<file path="src/rtl/display_pkg.sv">
// Shared types and constants for the hex display bank.
// FSM state encoding and the dark segment pattern.
package display_pkg;
  typedef enum logic [1:0] {IDLE, SCAN, COMMIT} disp_state_t;
  localparam logic [6:0] SEG_BLANK = 7'h7F;
endpackage

</file>
<file path="src/rtl/hex_to_segment.sv">
// Combinational nibble to active-low 7-segment decode.
// Bit order is gfedcba.
module hex_to_segment (
  input  logic [3:0] nibble,
  output logic [6:0] segments
);
  always_comb begin
    segments = 7'h7F;
    case (nibble)
      4'h0: segments = 7'b100_0000;
      4'h1: segments = 7'b111_1001;
      4'h2: segments = 7'b010_0100;
      4'h3: segments = 7'b011_0000;
      4'h4: segments = 7'b001_1001;
      4'h5: segments = 7'b001_0010;
      4'h6: segments = 7'b000_0010;
      4'h7: segments = 7'b111_1000;
      4'h8: segments = 7'b000_0000;
      4'h9: segments = 7'b001_0000;
      4'hA: segments = 7'b000_1000;
      4'hB: segments = 7'b000_0011;
      4'hC: segments = 7'b100_0110;
      4'hD: segments = 7'b010_0001;
      4'hE: segments = 7'b000_0110;
      4'hF: segments = 7'b000_1110;
      default: segments = 7'h7F;
    endcase
  end
endmodule

</file>
<file path="src/rtl/hex_display_bank.sv">
// N-digit hex display driver: handshake capture, sequential leading-zero scan,
// atomic commit to the display image, per-digit blink and registered segments.
module hex_display_bank
  import display_pkg::*;
#(
  parameter int NUM_DIGITS = 8,
  parameter int BLINK_DIV  = 25_000_000
) (
  input  logic                    clock,
  input  logic                    reset,
  input  logic [4*NUM_DIGITS-1:0] value,
  input  logic                    value_valid,
  output logic                    value_ready,
  input  logic                    blank_lz_en,
  input  logic                    blink_en,
  input  logic [NUM_DIGITS-1:0]   blink_mask,
  output logic                    busy,
  output logic [7*NUM_DIGITS-1:0] segments
);
  localparam int IW = (NUM_DIGITS > 1) ? $clog2(NUM_DIGITS) : 1;
  localparam int CW = $clog2(BLINK_DIV);
  localparam logic [IW-1:0] IDX_TOP = IW'(NUM_DIGITS - 1);
  localparam logic [CW-1:0] CNT_MAX = CW'(BLINK_DIV - 1);

  disp_state_t             state_reg, state_next;
  logic [IW-1:0]           idx_reg, idx_next;
  logic                    lz_reg, lz_next;
  logic [4*NUM_DIGITS-1:0] shadow_reg, shadow_next;
  logic [NUM_DIGITS-1:0]   blank_scan_reg, blank_scan_next;
  logic [4*NUM_DIGITS-1:0] disp_nibble_reg;
  logic [NUM_DIGITS-1:0]   disp_blank_reg;
  logic [CW-1:0]           blink_cnt_reg;
  logic                    phase_reg;
  logic [7*NUM_DIGITS-1:0] seg_reg, seg_next, dec_seg;
  logic                    commit;
  logic [3:0]              scan_nibble;

  assign value_ready = (state_reg == IDLE);
  assign busy        = ~value_ready;
  assign segments    = seg_reg;

  always_comb begin
    state_next      = state_reg;
    idx_next        = idx_reg;
    lz_next         = lz_reg;
    shadow_next     = shadow_reg;
    blank_scan_next = blank_scan_reg;
    commit          = 1'b0;
    scan_nibble     = shadow_reg[idx_reg*4 +: 4];
    case (state_reg)
      IDLE: begin
        if (value_valid) begin
          shadow_next = value;
          idx_next    = IDX_TOP;
          lz_next     = blank_lz_en;
          state_next  = SCAN;
        end
      end
      SCAN: begin
        // Blanking stops at the first non-zero nibble; digit 0 always shows.
        if (lz_reg && scan_nibble == 4'h0 && idx_reg != '0) begin
          blank_scan_next[idx_reg] = 1'b1;
        end else begin
          blank_scan_next[idx_reg] = 1'b0;
          lz_next = 1'b0;
        end
        if (idx_reg == '0) state_next = COMMIT;
        else               idx_next   = idx_reg - IW'(1);
      end
      COMMIT: begin
        commit     = 1'b1;
        state_next = IDLE;
      end
      default: state_next = IDLE;
    endcase
  end

  genvar gi;
  generate
    for (gi = 0; gi < NUM_DIGITS; gi++) begin : g_digit
      hex_to_segment u_dec (
        .nibble   (disp_nibble_reg[gi*4 +: 4]),
        .segments (dec_seg[gi*7 +: 7])
      );
      assign seg_next[gi*7 +: 7] =
        (disp_blank_reg[gi] | (blink_en & phase_reg & blink_mask[gi])) ? SEG_BLANK : dec_seg[gi*7 +: 7];
    end
  endgenerate

  always_ff @(posedge clock or posedge reset) begin
    if (reset) begin
      state_reg       <= IDLE;
      idx_reg         <= '0;
      lz_reg          <= 1'b0;
      shadow_reg      <= '0;
      blank_scan_reg  <= '1;
      disp_nibble_reg <= '0;
      disp_blank_reg  <= '1;
      blink_cnt_reg   <= '0;
      phase_reg       <= 1'b0;
      seg_reg         <= {NUM_DIGITS{SEG_BLANK}};
    end else begin
      state_reg      <= state_next;
      idx_reg        <= idx_next;
      lz_reg         <= lz_next;
      shadow_reg     <= shadow_next;
      blank_scan_reg <= blank_scan_next;
      if (commit) begin
        disp_nibble_reg <= shadow_reg;
        disp_blank_reg  <= blank_scan_reg;
      end
      if (blink_cnt_reg == CNT_MAX) begin
        blink_cnt_reg <= '0;
        phase_reg     <= ~phase_reg;
      end else begin
        blink_cnt_reg <= blink_cnt_reg + CW'(1);
      end
      seg_reg <= seg_next;
    end
  end
endmodule

</file>
<file path="config.mk">
export PLATFORM = sky130hd
export DESIGN_NAME = hex_display_bank
export DESIGN_NICKNAME = d
export VERILOG_FILES = /design/src/rtl/display_pkg.sv /design/src/rtl/hex_to_segment.sv /design/src/rtl/hex_display_bank.sv
export SDC_FILE = /design/constraint.sdc
export NUM_CORES = 1
export LEC_CHECK = 0
export BUFFER_PORTS_ARGS = -buffer_cell sky130_fd_sc_hd__buf_2
export CAP_MARGIN = 20
export CORE_MARGIN = 3
export CORE_UTILIZATION = 55
export CTS_BUF_LIST = sky130_fd_sc_hd__clkbuf_8
export DETAILED_ROUTE_END_ITERATION = 10
export PLACE_DENSITY = 0.85
export SYNTH_ARGS = -nofsm -noshare
export SYNTH_HDL_FRONTEND = slang
export SYNTH_SLANG_ARGS = --single-unit
</file>
<file path="constraint.sdc">
create_clock -name clock -period 6.2 [get_ports clock]
set_input_delay 0.31 -clock clock [delete_from_list [all_inputs] [get_ports clock]]
set_output_delay 0.31 -clock clock [all_outputs]
set_load 0.1 [all_outputs]
</file>
# After elaboration in Yosys (flattened, before gate mapping)
# Memories as Yosys holds them, arrays and structs flattened.
# Cells that the tools add are included.
[op_classes] add_sub_neg=2 n_mul=0 div_mod_pow=0 order_cmp=2 eq_ne=7 n_shift=1 n_mux=22 bitwise=22 n_reduce_logical=12
[ops] operator="7-bit two-way mux" n=8
[ops] operator="32-bit by 6-bit indexed part select with 4-bit output" n=1
[ops] operator="25-bit by 1-bit adder with 25-bit output, second input constant" n=1
[ops] operator="25-bit equality test, second input constant" n=1
[ops] operator="25-bit two-way mux" n=1
[ops] operator="1-bit AND" n=9
[ops] operator="8-bit AND" n=1
[ops] operator="8-bit two-way mux" n=1
[ops] operator="2-bit != test, second input constant" n=4
[ops] operator="8-bit inverter" n=1
[ops] operator="1-bit bitwise OR" n=8
[ops] operator="8-bit bitwise OR" n=1
[ops] operator="3-bit two-way mux" n=2
[ops] operator="3-bit case mux with 2 select lines" n=1
[ops] operator="3-bit AND reduction" n=2
[ops] operator="4-bit logical NOT" n=1
[ops] operator="3-bit by 4-bit < comparator with 1-bit output, second input constant" n=1
[ops] operator="1-bit two-way mux" n=4
[ops] operator="2-bit two-way mux" n=2
[ops] operator="2-bit case mux with 2 select lines" n=1
[ops] operator="2-bit AND reduction" n=2
[ops] operator="1-bit demux with 3-bit select" n=1
[ops] operator="3-bit by 1-bit >= comparator with 1-bit output, second input constant" n=1
[ops] operator="1-bit logical AND" n=3
[ops] operator="9 further kinds" n=10
[totals] reg_bits=168 latchBits=0 ramBits=0 rom_bits=896 output_inout_bits=58 mem_count=8
[mem_list] memory="(name not given)" depth=16 width=7 read_ports=1 rd_clocked_by_memory_dff=0 write_ports=0 line="hex_to_segment.sv:9" rtl="case (nibble)"
[mem_list] memory="(name not given)" depth=16 width=7 read_ports=1 rd_clocked_by_memory_dff=0 write_ports=0 line="hex_to_segment.sv:9"
[mem_list] memory="(name not given)" depth=16 width=7 read_ports=1 rd_clocked_by_memory_dff=0 write_ports=0 line="hex_to_segment.sv:9"
[mem_list] memory="(name not given)" depth=16 width=7 read_ports=1 rd_clocked_by_memory_dff=0 write_ports=0 line="hex_to_segment.sv:9"
[mem_list] memory="(name not given)" depth=16 width=7 read_ports=1 rd_clocked_by_memory_dff=0 write_ports=0 line="hex_to_segment.sv:9"
[mem_list] memory="(name not given)" depth=16 width=7 read_ports=1 rd_clocked_by_memory_dff=0 write_ports=0 line="hex_to_segment.sv:9"
[mem_list] memory="+2 memories"

# Logic depth before layout (Yosys ltp)
[logic_depth] depth_word=7 ltp_mapped=7

# Hierarchy
# From an unflattened synthesis, not the netlist that was laid out.
[hier_totals] cells_unflattened=740 area_unflattened_um2=8748.4
[by_module_without_submodules] mod="hex_display_bank" instances=1 cells_each=475 area_per_inst_um2=6583.8
[by_module_without_submodules] mod="hex_to_segment at g_digit[2].u_dec ..." instances=5 cells_each=32 area_per_inst_um2=275.3
[by_module_without_submodules] mod="hex_to_segment at g_digit[0].u_dec ..." instances=2 cells_each=35 area_per_inst_um2=270.3
[by_module_without_submodules] mod="hex_to_segment at g_digit[3].u_dec" instances=1 cells_each=35 area_per_inst_um2=247.7

# Worst setup path after synthesis
# OpenSTA, ideal clock, no wires.
[synth_timing] path_type="flip-flop to output port" from="register state_reg[0]" to="output port value_ready" t_arrival_ps=1612 required_ps=5890 slack_ps=4278 path_stages_with_launch=3 n_path_buf=0 path_cell_list="dfrtp_1 > or2_2 > inv_1"
[synth_via] elab_chain_len=1
[synth_rtl] item="start: declaration" line="hex_display_bank.sv:25" rtl="disp_state_t state_reg, state_next;"
[synth_rtl] item="start signal: assignment" line="hex_display_bank.sv:103" rtl="state_reg <= state_next;"
[synth_rtl] item="2-bit logical NOT" line="hex_display_bank.sv:38" rtl="assign value_ready = (state_reg == IDLE);"
[synth_rtl] item="end: declaration" line="hex_display_bank.sv:13" rtl="output logic value_ready,"
# No other way between the ends.

# Final worst setup path
[layout_timing] from="register blink_cnt_reg[0]" to="register blink_cnt_reg[1]"
[layout_via] elab_chain_len=2 elab_cells_between_ends=3 cone_classes="1 x add/sub; 1 x eq/ne; 1 x mux"
[layout_rtl] item="start: declaration" line="hex_display_bank.sv:32" rtl="logic [CW-1:0] blink_cnt_reg;"
[layout_rtl] item="start signal: assignment" line="hex_display_bank.sv:116" rtl="blink_cnt_reg <= blink_cnt_reg + CW'(1);"
[layout_rtl] item="25-bit by 1-bit adder with 25-bit output / 25-bit equality test (equally long branches)" line="hex_display_bank.sv:116, hex_display_bank.sv:112"
[layout_rtl] item="25-bit two-way mux (*)" line="hex_display_bank.sv:112" rtl="if (blink_cnt_reg == CNT_MAX) begin"
# Mark *: on every way between the ends. The rest lies on a longest branch, timed or not.
# A chain may end at the register's enable or synchronous reset.

==> impl_metrics.toml <==
[synthesis]
synth_cells = 710
synth_top_area_share_pct = 28.80
ys_seq_area_share_pct = 51.48
async_reset_ff_share_pct = 100.0
syn_nets = 806
synth.ff_latch_count = 168
synthFlopType = "dfrtp_1"
synth_edf_count = 0
ys_top_cells_by_area = "dfrtp_1, dfstp_2, mux2_2"
synth_area_sq_um = 8342
synth_area_per_cell_sq_um = 11.75
yosys_warnings = 0
ys_types = 55
yosys.area.top_type = "dfrtp_1"

[critical_path]
crit_slowest_cell = "nor2_1"
crit_end = "blink_cnt_reg[1]$_DFF_PP0_"
crit_path_max_incr_delay_ps = 710
crit_fanout = 11
end_kind = "flop"
critical_path_arrival_ps = 2720
crit_chain = "ha_1, and2_1, nand4_1, nor2_1, and2b_1"
worstPathRequired_ps = 6580
startpoint = "blink_cnt_reg[0]$_DFF_PP0_"
cp-start-kind = "flop"
path_depth = 5
rr_worst_depth = 5
rrSetupSlack_ps = 3860
reg2reg_from = "blink_cnt_reg[0]$_DFF_PP0_"
path_buf_inv = 0
worstReg2RegEnd = "blink_cnt_reg[1]$_DFF_PP0_"
critPathKind = "reg2reg"
crit_family = "simple AND/OR/NAND/NOR gates"

[power_and_ir_drop]
power_density_nw_per_um2 = 518.0
peakVddDrop_mv = 0.3234
p_leak_nw = 4.073

[clock_network]
cts_tree = "yes"
postCtsSetupRepairBufs = 0
clock_sinks = 168
cts_resized = 0
cts_buffer_depth = 2
cts_buffers = 17
insertion_delay_ps = 480
clk_pin_slew_ps = 90
htreeDepth = 4
ctsRootBufferMaster = "clkbuf_8"
ctsHoldBuffers = 0

[drt]
drt-initial-drc-count = 455
first_pass_iters = 5
antenna_left = 0
vias_per_cell = 5.844
wirelength_microns = 16530
num_vias = 5850
wl_per_cell_microns = 16.52
drc_errors = 0

[global_routing]
antenna_found_initial = 0
grt_max_degree = 109
grt_pass1_wl_microns = 27540
overflow = 0
grt_pass1_vias = 5691
track_usage_pct = 20.77

[sta]
rsz0062_at_grt = "no"
tightestPinTransition_ps = 1041
slew_violations = 0
finalCritPeriodShare_pct = 37.75
setup_ws_ps = 3860
fin_tns_setup_ps = 0
fin_skew_ps = 12.80
fin_crit_ps = 2340
timing_hold_violations_final = 0
slew_headroom_pct = 30.58
finalSetupViolCount = 0
max_freq_ghz = 0.4273

[place]
port_buffers = 102
gp_congestion = 0.8882
dp.cells = 969
dp_slack_ps = 3919
hpwlAfterDp_microns = 11590

[cells_and_area]
final_cells = 1001
layout_common_cells = "buf_2, dfrtp_1, mux2_2"
fillers = 1128
final_common_cell = "buf_2"
fin_nets = 900
antennaDiodeCount = 0
drive_gt1_share_pct = 36.35
largest_reg_flops = 56
areaGrowthSynthToFinish_pct = 12.13

[floorplanning]
die_area_sq_um = 16680
die_y_microns = 129.2
pin_count = 103
die_w_microns = 129.2
rows = 44
start_util_pct = 56.75
core_area_sq_um = 14700

[hold_path]
hp-class = "in2async"

[flow_run]
maxCapViolCount = 0

[outcome]
status = "finished clean"
[Yosys cell counts, drive strengths merged, types with 9 or more instances]
cell type and instances:
dfrtp 96, mux2 75, dfstp 72, ha 51, nand2 38, o311ai 37
nor2 33, inv 31, o21ai 26, nand2b 25, o211ai 24, clkbuf 20
nor2b 19, nand3 17, a21oi 16, a21o 14, buf 9
[metal layers]
layer / global-route usage [%] / wire length (microns)
met2: 32.47 / 8005
met3: 6.307 / 800
met1: 28.01 / 7407
met5: 0 / 0
met4: 6.671 / 320
[cells by family after synthesis]
group | Yosys count | synth area share [%]
AO/OA/AOI/OAI | 142 | 12.42
XOR/XNOR | 14 | 1.470
adder cells (fa/ha/maj) | 51 | 7.650
buffers and inverters | 60 | 3.000
flip-flops | 168 | 51.48
multiplexers | 82 | 10.96
AND/OR/NAND/NOR | 193 | 13.02
[report_power, final]
part | switching [mW] | total (mW) | leakage, nW | internal (mW)
clock network | 0.434 | 0.760 | 0.187 | 0.326
logic | 1.63 | 2.22 | 1.91 | 0.594
registers | 0.319 | 1.86 | 1.97 | 1.54
total | 2.38 | 4.85 | 4.07 | 2.46
[worst min-delay path by stage]
stage	start	slack [ps]	endpoint	cells after the start
floorplan	phase_reg$_DFFE_PP0N_	430	phase_reg$_DFFE_PP0N_	1
global placement	phase_reg$_DFFE_PP0N_	450	phase_reg$_DFFE_PP0N_	1
detailed placement	blink_cnt_reg[4]$_DFF_PP0_	460	blink_cnt_reg[4]$_DFF_PP0_	1
CTS	value[8]	40	shadow_reg[8]$_DFFE_PP0P_	2
global route	value[14]	20	shadow_reg[14]$_DFFE_PP0P_	2
finish	reset	30	blink_cnt_reg[4]$_DFF_PP0_	2
[per-stage QoR]
stage	total power [mW]	cell area, sq um	util [%]	hold WS, ps
floorplan	3.751	8342	-	433.6
detailed placement	4.105	8977	61.07	458.3
global route	5.117	9354	63.64	17.73
global placement	4.043	8977	61.07	453.7
CTS	4.863	9354	63.64	39.17
finish	4.845	9354	63.64	26.70
[cell type report]
cell class / count / area [sq um] / share of cell area [%]
clock buffer: 17 / 234.0 / 2.501
clock inverter: 15 / 142.6 / 1.525
tap: 184 / 230.2 / 2.461
sequential: 168 / 4294 / 45.91
timing repair buffer: 104 / 525.5 / 5.618
multi-input combinational: 482 / 3806 / 40.69
inverter: 31 / 121.4 / 1.297
Power figures use the tool's default switching activity.
